[src/rtl/fetch_sequencer.sv]
// rtl/fetch_sequencer.sv - single-issue fetch sequencer driving the program counter control interface
//
// Fetches the instruction at pc_in, hands it to decode, and resolves JMP, BRZ
// and HALT locally by issuing a one-cycle pc_control pulse to the PC.
//
// Ports:
//   clk, reset          clock; synchronous active-low reset
//   run                 start fetching from IDLE
//   pc_in               current PC from the program counter
//   cond_flag           condition flag, sampled at the decode handshake
//   imem_req_*          fetch request (valid/addr out, ready in)
//   imem_rsp_*          fetch response (valid pulse + data in)
//   instr_*             instruction to decode (valid/data/pc out, ready in)
//   pc_control          00 hold, 01 increment, 10 branch, 11 jump
//   branch_addr         registered BRZ target
//   jump_addr           registered JMP target
//   halted              HALT fetched; terminal until reset
module fetch_sequencer #(
  parameter int ADDR_W  = 24,
  parameter int INSTR_W = 32
) (
  input  logic               clk,
  input  logic               reset,
  input  logic               run,
  input  logic [ADDR_W-1:0]  pc_in,
  input  logic               cond_flag,
  output logic               imem_req_valid,
  output logic [ADDR_W-1:0]  imem_req_addr,
  input  logic               imem_req_ready,
  input  logic               imem_rsp_valid,
  input  logic [INSTR_W-1:0] imem_rsp_data,
  output logic               instr_valid,
  output logic [INSTR_W-1:0] instr_data,
  output logic [ADDR_W-1:0]  instr_pc,
  input  logic               instr_ready,
  output logic [1:0]         pc_control,
  output logic [ADDR_W-1:0]  branch_addr,
  output logic [ADDR_W-1:0]  jump_addr,
  output logic               halted
);

  localparam logic [3:0] OP_JMP  = 4'hA;
  localparam logic [3:0] OP_BRZ  = 4'hB;
  localparam logic [3:0] OP_HALT = 4'hF;

  localparam logic [1:0] PC_HOLD   = 2'b00;
  localparam logic [1:0] PC_INC    = 2'b01;
  localparam logic [1:0] PC_BRANCH = 2'b10;
  localparam logic [1:0] PC_JUMP   = 2'b11;

  typedef enum logic [2:0] {
    S_IDLE,
    S_REQ,
    S_WAIT,
    S_ISSUE,
    S_UPDATE,
    S_HALT
  } state_t;

  state_t state, state_next;

  logic [INSTR_W-1:0] instr_q;
  logic [ADDR_W-1:0]  instr_pc_q;
  logic [ADDR_W-1:0]  branch_q;
  logic [ADDR_W-1:0]  jump_q;
  logic [1:0]         ctl_q;
  logic               halted_q;

  logic [3:0]         rsp_op;
  logic [3:0]         cur_op;
  logic [ADDR_W-1:0]  operand;
  logic [1:0]         ctl_decision;
  logic               req_fire;
  logic               rsp_fire;
  logic               issue_fire;

  assign rsp_op  = imem_rsp_data[INSTR_W-1 -: 4];
  assign cur_op  = instr_q[INSTR_W-1 -: 4];
  assign operand = instr_q[ADDR_W-1:0];

  // Only the WAIT state listens to the response, so stray pulses (including
  // one coinciding with the request handshake) never reach instr_q.
  always_comb begin
    state_next     = state;
    imem_req_valid = 1'b0;
    imem_req_addr  = '0;
    instr_valid    = 1'b0;
    req_fire       = 1'b0;
    rsp_fire       = 1'b0;
    issue_fire     = 1'b0;
    case (state)
      S_IDLE: begin
        if (run) state_next = S_REQ;
      end
      S_REQ: begin
        // pc_in only changes at the end of UPDATE, so the address is stable here.
        imem_req_valid = 1'b1;
        imem_req_addr  = pc_in;
        if (imem_req_ready) begin
          req_fire   = 1'b1;
          state_next = S_WAIT;
        end
      end
      S_WAIT: begin
        if (imem_rsp_valid) begin
          rsp_fire   = 1'b1;
          state_next = (rsp_op == OP_HALT) ? S_HALT : S_ISSUE;
        end
      end
      S_ISSUE: begin
        instr_valid = 1'b1;
        if (instr_ready) begin
          issue_fire = 1'b1;
          state_next = S_UPDATE;
        end
      end
      S_UPDATE: begin
        state_next = S_REQ;
      end
      S_HALT: begin
        state_next = S_HALT;
      end
      default: begin
        state_next = S_IDLE;
      end
    endcase
  end

  always_comb begin
    ctl_decision = PC_INC;
    case (cur_op)
      OP_JMP:  ctl_decision = PC_JUMP;
      OP_BRZ:  ctl_decision = cond_flag ? PC_BRANCH : PC_INC;
      default: ctl_decision = PC_INC;
    endcase
  end

  always_ff @(posedge clk) begin
    if (!reset) begin
      state <= S_IDLE;
    end else begin
      state <= state_next;
    end
  end

  always_ff @(posedge clk) begin
    if (!reset) begin
      instr_q    <= '0;
      instr_pc_q <= '0;
      branch_q   <= '0;
      jump_q     <= '0;
      ctl_q      <= PC_HOLD;
      halted_q   <= 1'b0;
    end else begin
      // Loaded only on the decode handshake, so the pulse lasts exactly the UPDATE cycle.
      ctl_q <= issue_fire ? ctl_decision : PC_HOLD;
      if (req_fire) begin
        instr_pc_q <= pc_in;
      end
      if (rsp_fire) begin
        instr_q <= imem_rsp_data;
        if (rsp_op == OP_HALT) halted_q <= 1'b1;
      end
      if (issue_fire) begin
        if (cur_op == OP_JMP) jump_q <= operand;
        // pc_in still holds this instruction's PC; the sum wraps mod 2^ADDR_W.
        if (cur_op == OP_BRZ) branch_q <= pc_in + operand;
      end
    end
  end

  assign instr_data  = instr_q;
  assign instr_pc    = instr_pc_q;
  assign pc_control  = ctl_q;
  assign branch_addr = branch_q;
  assign jump_addr   = jump_q;
  assign halted      = halted_q;

endmodule

[config.mk]
export PLATFORM = sky130hd
export DESIGN_NAME = fetch_sequencer
export DESIGN_NICKNAME = d
export VERILOG_FILES = /design/src/rtl/fetch_sequencer.sv
export SDC_FILE = /design/constraint.sdc
export NUM_CORES = 1
export LEC_CHECK = 0
export CAP_MARGIN = 20
export CORE_MARGIN = 2
export CORE_UTILIZATION = 40
export DETAILED_ROUTE_END_ITERATION = 12
export HOLD_SLACK_MARGIN = 0.06
export PLACE_DENSITY = 0.76
export SKIP_LAST_GASP = 1
export SLEW_MARGIN = 20
export SYNTH_ARGS = -nofsm -noshare
export SYNTH_HDL_FRONTEND = slang
export SYNTH_SLANG_ARGS = --single-unit
[constraint.sdc]
create_clock -name clk -period 3.5 [get_ports clk]
set_clock_uncertainty 0.05 [all_clocks]
set_input_delay 0.7 -clock clk [delete_from_list [all_inputs] [get_ports clk]]
set_output_delay 0.7 -clock clk [all_outputs]
set_load 0.02 [all_outputs]
==> impl_metrics.toml, run 1 <==
[synthesis]
synth_fp_nets = 759
synth_edf_count = 0
yosysUniqueCellTypes = 55
yosysTopAreaCellShare_pct = 41.90
synth-seq-cells = 110
yosysTopAreaCell = "dfxtp_1"
yosys_warnings = 0
avgSynthCellArea_um2 = 7.820
synth_cells = 672
synth_seq_area_share_pct = 41.90
ys.flop_type = "dfxtp_1"
synth_area_leaders = "dfxtp_1 42%, nand2_1 14%, a21oi_1 11%"
async_flop_share_pct = 0
syn_area_mm2 = 0.005255

[setup_path]
r2r-start = "instr_data[0]"
cp.arrival_ps = 3390
worstPathMaxFanout = 4
r2r_slack_ps = 760
cp-end-kind = "flop"
critical_path_required_ps = 3680
critPathLaunchType = "input port"
r2r_end = "branch_addr[16]"
crit_type = "in2reg"
reg2regPathDepth = 9

[timing]
setup_violations = 0
fin_ws_ps = 294.3
fin_hold_ws_ps = 401.8
period_minus_slack_ps = 3206
hold_viol = 0
relSlewSlack_pct = 34.39
post-route-period-util_pct = 91.59
maxSlewViolCount = 0
rsz0062_at_grt = "false"
timing.fmax_mhz = 311.9
worst_pin_slew_ps = 981.8

[clocking]
root_buffer = "clkbuf_16"
clkSinkCount = 110
cts_setup_buffers = 0
path_clk_slew_ps = 70
h-tree-depth = 3
cts_buffers = 9
cts_tree = "done"
hold_buffers = 0
cts_buffer_depth = 2
clk_latency_ps = 350
cts_resized = 0

[place]
gp_congestion = 0.8806
io_buffers = 195
pre_cts_ws_ps = -24.51
hpwlAfterDp_um = 12120

[finish]
drive_above_1_share_pct = 4.711
fin_nets = 931
final_util_pct = 59.83
area_growth_syn_to_layout_pct = 44.86
antenna_cells = 0

[power]
power.total_mw = 2.802
vdd_drop_max_mv = 0.3033
p_leak_nw = 2.692
p_per_area_mw_per_mm2 = 368.1

[die]
core_area_mm2 = 0.01272
fp.dieArea_mm2 = 0.01407
start_util_pct = 41.31
io_pins = 196
fp.dieH_um = 118.6
num_rows = 41
dieWidth_um = 118.6

[detailed_routing]
dr.pass1.iters = 5
wl_per_cell_um = 15.90
drc = 0
via_per_inst = 5.069
drtIter0Drc = 367
wl_um = 16230
vias = 5175
drtAntennaViolNets = 0

[hold_path]
whs_endpoint = "branch_addr[3]"
holdPathStages = 2
hp-start = "branch_addr[3]"
hold_class = "reg2reg"

[job]
maxCapViolations = 0

[grt]
grt_use_total_pct = 22.87
grt_first_pass_wirelength_um = 25940
first_global_vias = 4953
grt_max_degree = 66
grt-ovfl-total = 0
antenna_found_initial = 0

[outcome]
status = "completed"
## cell usage in the layout (no fill, tap or decap), types with 7 or more instances in the layout
cell type / count
a21oi_1: 112
and2_1: 28
buf_4: 9
clkbuf_16: 9
clkdlybuf4s50_1: 195
dfxtp_1: 110
ha_1: 23
nand2_1: 198
nand3_1: 10
nor2_1: 14
o21a_1: 7
o21ai_0: 19
xnor2_1: 13
## worst max path at each step
stage	startpoint	end	slack [ps]
after global placement	pc_in[0]	branch_addr[16]	100
after detailed placement	pc_in[0]	branch_addr[16]	-20
after CTS	pc_in[0]	branch_addr[16]	340
after floorplan	pc_in[0]	branch_addr[22]	790
final	pc_in[0]	branch_addr[16]	290
after global routing	pc_in[0]	branch_addr[16]	170
## routing by layer
layer	vias up	share of wire, %	track usage, %	routed length [um]
met5	-	0	0	0
met4	0	1.3	4.688	207
met3	15	7.7	7.046	1245
met2	174	47	37.82	7689
met1	2364	44	29.38	7089
li1	2622	-	-	-
## area by class of cell
cell class	count	area [um^2]
Clock inverter	5	41.29
Tap cell	172	215.2
Clock buffer	11	242.7
Sequential cell	110	2202
Timing Repair Buffer	206	2059
Fill cell	1219	5110
Multi-Input combinational cell	514	2839
Inverter	3	12.51
## kinds of logic after synthesis
| family | count (synthesis) | share of synthesized area [%] |
|---|---|---|
| multiplexers | 3 | 0.6190 |
| adder cells (fa/ha/maj) | 24 | 5.857 |
| XOR/XNOR | 19 | 3.167 |
| AND/OR/NAND/NOR | 288 | 24.43 |
| flip-flops | 110 | 41.90 |
| AO/OA/AOI/OAI | 180 | 19.81 |
| buffers and inverters | 48 | 4.214 |
## worst max-delay path, cell delays in order
cell and delay (ps):
clkdlybuf4s50_1 470, ha_1 270, fa_1 410, a21o_1 210
a221oi_2 420, o21bai_1 190, a21boi_1 300, o21ai_0 160
xnor2_1 180, o21ai_1 70
## flip-flops by register name, summed over array words and instances, names as in the netlist
register	flops
branch_addr	24
halted	1
instr_data	32
instr_pc	24
jump_addr	24
pc_control	2
state	3
## cells in the mapped netlist, types with 2 or more instances
library cell	instances
inv_1	2
o21ai_0	19
nor3_1	7
and3_1	3
dfxtp_1	110
clkbuf_1	30
and2_1	28
nor2b_1	2
nand2_1	198
mux2_2	2
nand3b_1	4
nand3_1	10
ha_1	23
a221oi_1	2
o21bai_1	5
xor2_1	6
o22ai_1	3
nand4_1	6
buf_4	4
buf_2	9
buf_6	2
o21ai_1	5
nor2_1	14
or3_1	2
nand2b_1	5
o211ai_1	2
o21a_1	7
xnor2_1	13
a211oi_1	5
a31oi_1	3
a21oi_1	112
a21o_1	6
## power breakdown
group          leakage (nW)  internal, mW  switching (mW)
registers             0.888          1.28          0.0308
clock network         0.138         0.511           0.478
logic                  1.67         0.239           0.264
## metrics by stage
| step | instance area [um^2] | setup TNS (ps) | cells |
|---|---|---|---|
| after floorplan | 5255 | 0 | 672 |
| after global placement | 7328 | 0 | 1005 |
| after detailed placement | 7328 | -24.51 | 1005 |
| after CTS | 7612 | 0 | 1021 |
| after global routing | 7612 | 0 | 1021 |
| final | 7612 | 0 | 1021 |
(Power assumes the default switching activity.)
==> run 2: changes to the inputs <==
--- a/config.mk
+++ b/config.mk
@@ -5,7 +5,6 @@
 export SDC_FILE = /design/constraint.sdc
 export NUM_CORES = 1
 export LEC_CHECK = 0
-export CAP_MARGIN = 20
 export CORE_MARGIN = 2
 export CORE_UTILIZATION = 40
 export DETAILED_ROUTE_END_ITERATION = 12
==> results of run 2 <==
The final DEF is identical to that of run 1; final timing and power are the same.
==> run 3: changes to the inputs <==
--- a/config.mk
+++ b/config.mk
@@ -6,10 +6,10 @@
 export NUM_CORES = 1
 export LEC_CHECK = 0
 export CORE_MARGIN = 2
-export CORE_UTILIZATION = 40
+export CORE_UTILIZATION = 45
 export DETAILED_ROUTE_END_ITERATION = 12
 export HOLD_SLACK_MARGIN = 0.06
-export PLACE_DENSITY = 0.76
+export PLACE_DENSITY = 0.84
 export SKIP_LAST_GASP = 1
 export SLEW_MARGIN = 20
 export SYNTH_ARGS = -nofsm -noshare
==> run 3 against run 2 <==
Effect of this change:
- critical path depth stayed put
- combinational power hardly changed
- worst hold slack better by 2.7 ps
- core utilization is 7.1 points higher
- non-clock buffer count is 1 higher
- global-route usage is 1.9 points higher
==> impl_metrics.toml, run 3 (synthesis results as in run 1) <==
[setup_path]
cp_num_buf_inv = 1
critical-path-top-delay-family = "compound AO/OA/AOI/OAI gates"
reg2regPathDepth = 9
slowest_stage = "clkdlybuf4s50_1"
critical_path_required_ps = 3680
worstPathMaxFanout = 4
cpPeakStageDelay_ps = 450
critPathLaunchType = "input port"
cp_cell_sequence = "clkdlybuf4s50_1 > ha_1 > fa_1 > a21o_1 > a221oi_2 > or2_2 > a21oi_2 > a221oi_1 > xor2_1 > o21ai_0"
cp-end-kind = "flop"
crit_type = "in2reg"
cp.arrival_ps = 3280
path_depth = 10

[detailed_routing]
via_per_inst = 5.292
drtAntennaViolNets = 0
drc = 0
wl_um = 15890
vias = 5255
drtIter0Drc = 299
wl_per_cell_um = 16.00
dr.pass1.iters = 5

[clocking]
cts_buffer_depth = 2
cts_resized = 0
clkSinkCount = 110
clk_latency_ps = 350
h-tree-depth = 3
cts_buffers = 9
cts_tree = "done"
path_clk_slew_ps = 70
cts_setup_buffers = 0
root_buffer = "clkbuf_16"
hold_buffers = 0

[hold_path]
holdPathStages = 2
hold_class = "reg2reg"

[grt]
first_global_vias = 5000
grt_first_pass_wirelength_um = 25190
grt_max_degree = 75
grt-ovfl-total = 0
grt_use_total_pct = 24.76
antenna_found_initial = 0

[power]
p_leak_nw = 2.726
vdd_drop_max_mv = 0.4278
p_per_area_mw_per_mm2 = 389.2
power.total_mw = 2.973

[finish]
drive_above_1_share_pct = 4.941
mostFrequentLayoutCells = "198 x nand2_1, 195 x clkdlybuf4s50_1, 112 x a21oi_1, 110 x dfxtp_1, 28 x and2_1"
final_cell_count_no_fill = 993
antenna_cells = 0
area_growth_syn_to_layout_pct = 45.36
final_util_pct = 66.90
final_cell_area_mm2 = 0.007639
fin_nets = 932
largest_register_ffs = 32
layout_commonest_cell = "nand2_1"

[timing]
fin_ws_ps = 395.1
relSlewSlack_pct = 36.17
rsz0062_at_grt = "false"
hold_viol = 0
timing.fmax_mhz = 322.1
setup_violations = 0
fin_hold_ws_ps = 404.5
post-route-period-util_pct = 88.71
period_minus_slack_ps = 3105
finalSetupTns_ps = 0
worst_pin_slew_ps = 955.2
maxSlewViolCount = 0

[outcome]
status = "completed"

[die]
start_util_pct = 46.02
dieWidth_um = 112.1
core_area_mm2 = 0.01142
fp.dieH_um = 112.1
fp.dieArea_mm2 = 0.01256
io_pins = 196
num_rows = 39

[place]
place_inst = 977
gp_congestion = 0.9674
place_area_mm2 = 0.007300
hpwlAfterDp_um = 11780
io_buffers = 195
pre_cts_ws_ps = 28.39

[job]
maxCapViolations = 0
run 3: cell types whose count changed in the layout (fill, tap and decap cells not counted), sizes merged:
cell,delta
bufinv,+2
buf,+1
clkbuf,-1
clkinv,-1
clkinvlp,-1
inv,+1
run 3: layout make-up:
cell class                 count  area [um^2]
clock inverter                 6        100.1
timing repair buffer         207         2067
clock buffer                  10        239.0
multi-input combinational    514         2839
sequential                   110         2202
fill                         967         3780
inverter                       3        12.51
tap                          143        178.9
run 3: layer usage:
metal / part of all wire (%) / vias to the layer above / global-route usage, %
li1: - / 2621 / -
met1: 44 / 2445 / 32.15
met2: 48 / 162 / 40.36
met3: 6.7 / 27 / 6.911
met4: 1.9 / 0 / 7.724
met5: 0 / - / 0
run 3: power breakdown:
part / switching (mW) / internal, mW / leakage, nW
sequential: 0.0310 / 1.28 / 0.888
combinational: 0.264 / 0.241 / 1.67
clock: 0.497 / 0.662 / 0.167
run 3: worst paths after layout:
check / start / endpoint / slack [ps]
setup / recovery: pc_in[0] / branch_addr[22] / 400
setup reg to reg: instr_data[0] / branch_addr[22] / 820
hold / removal: instr_data[26] / instr_data[26] / 400
hold reg to reg: instr_data[26] / instr_data[26] / 400
run 3: worst min-delay path: cells and delay by family (launching register included):
family             cells  cell delay (ps)
DFF                    1              310
and+or+nand+nor        1               50
AOI/OAI and AO/OA      1               50
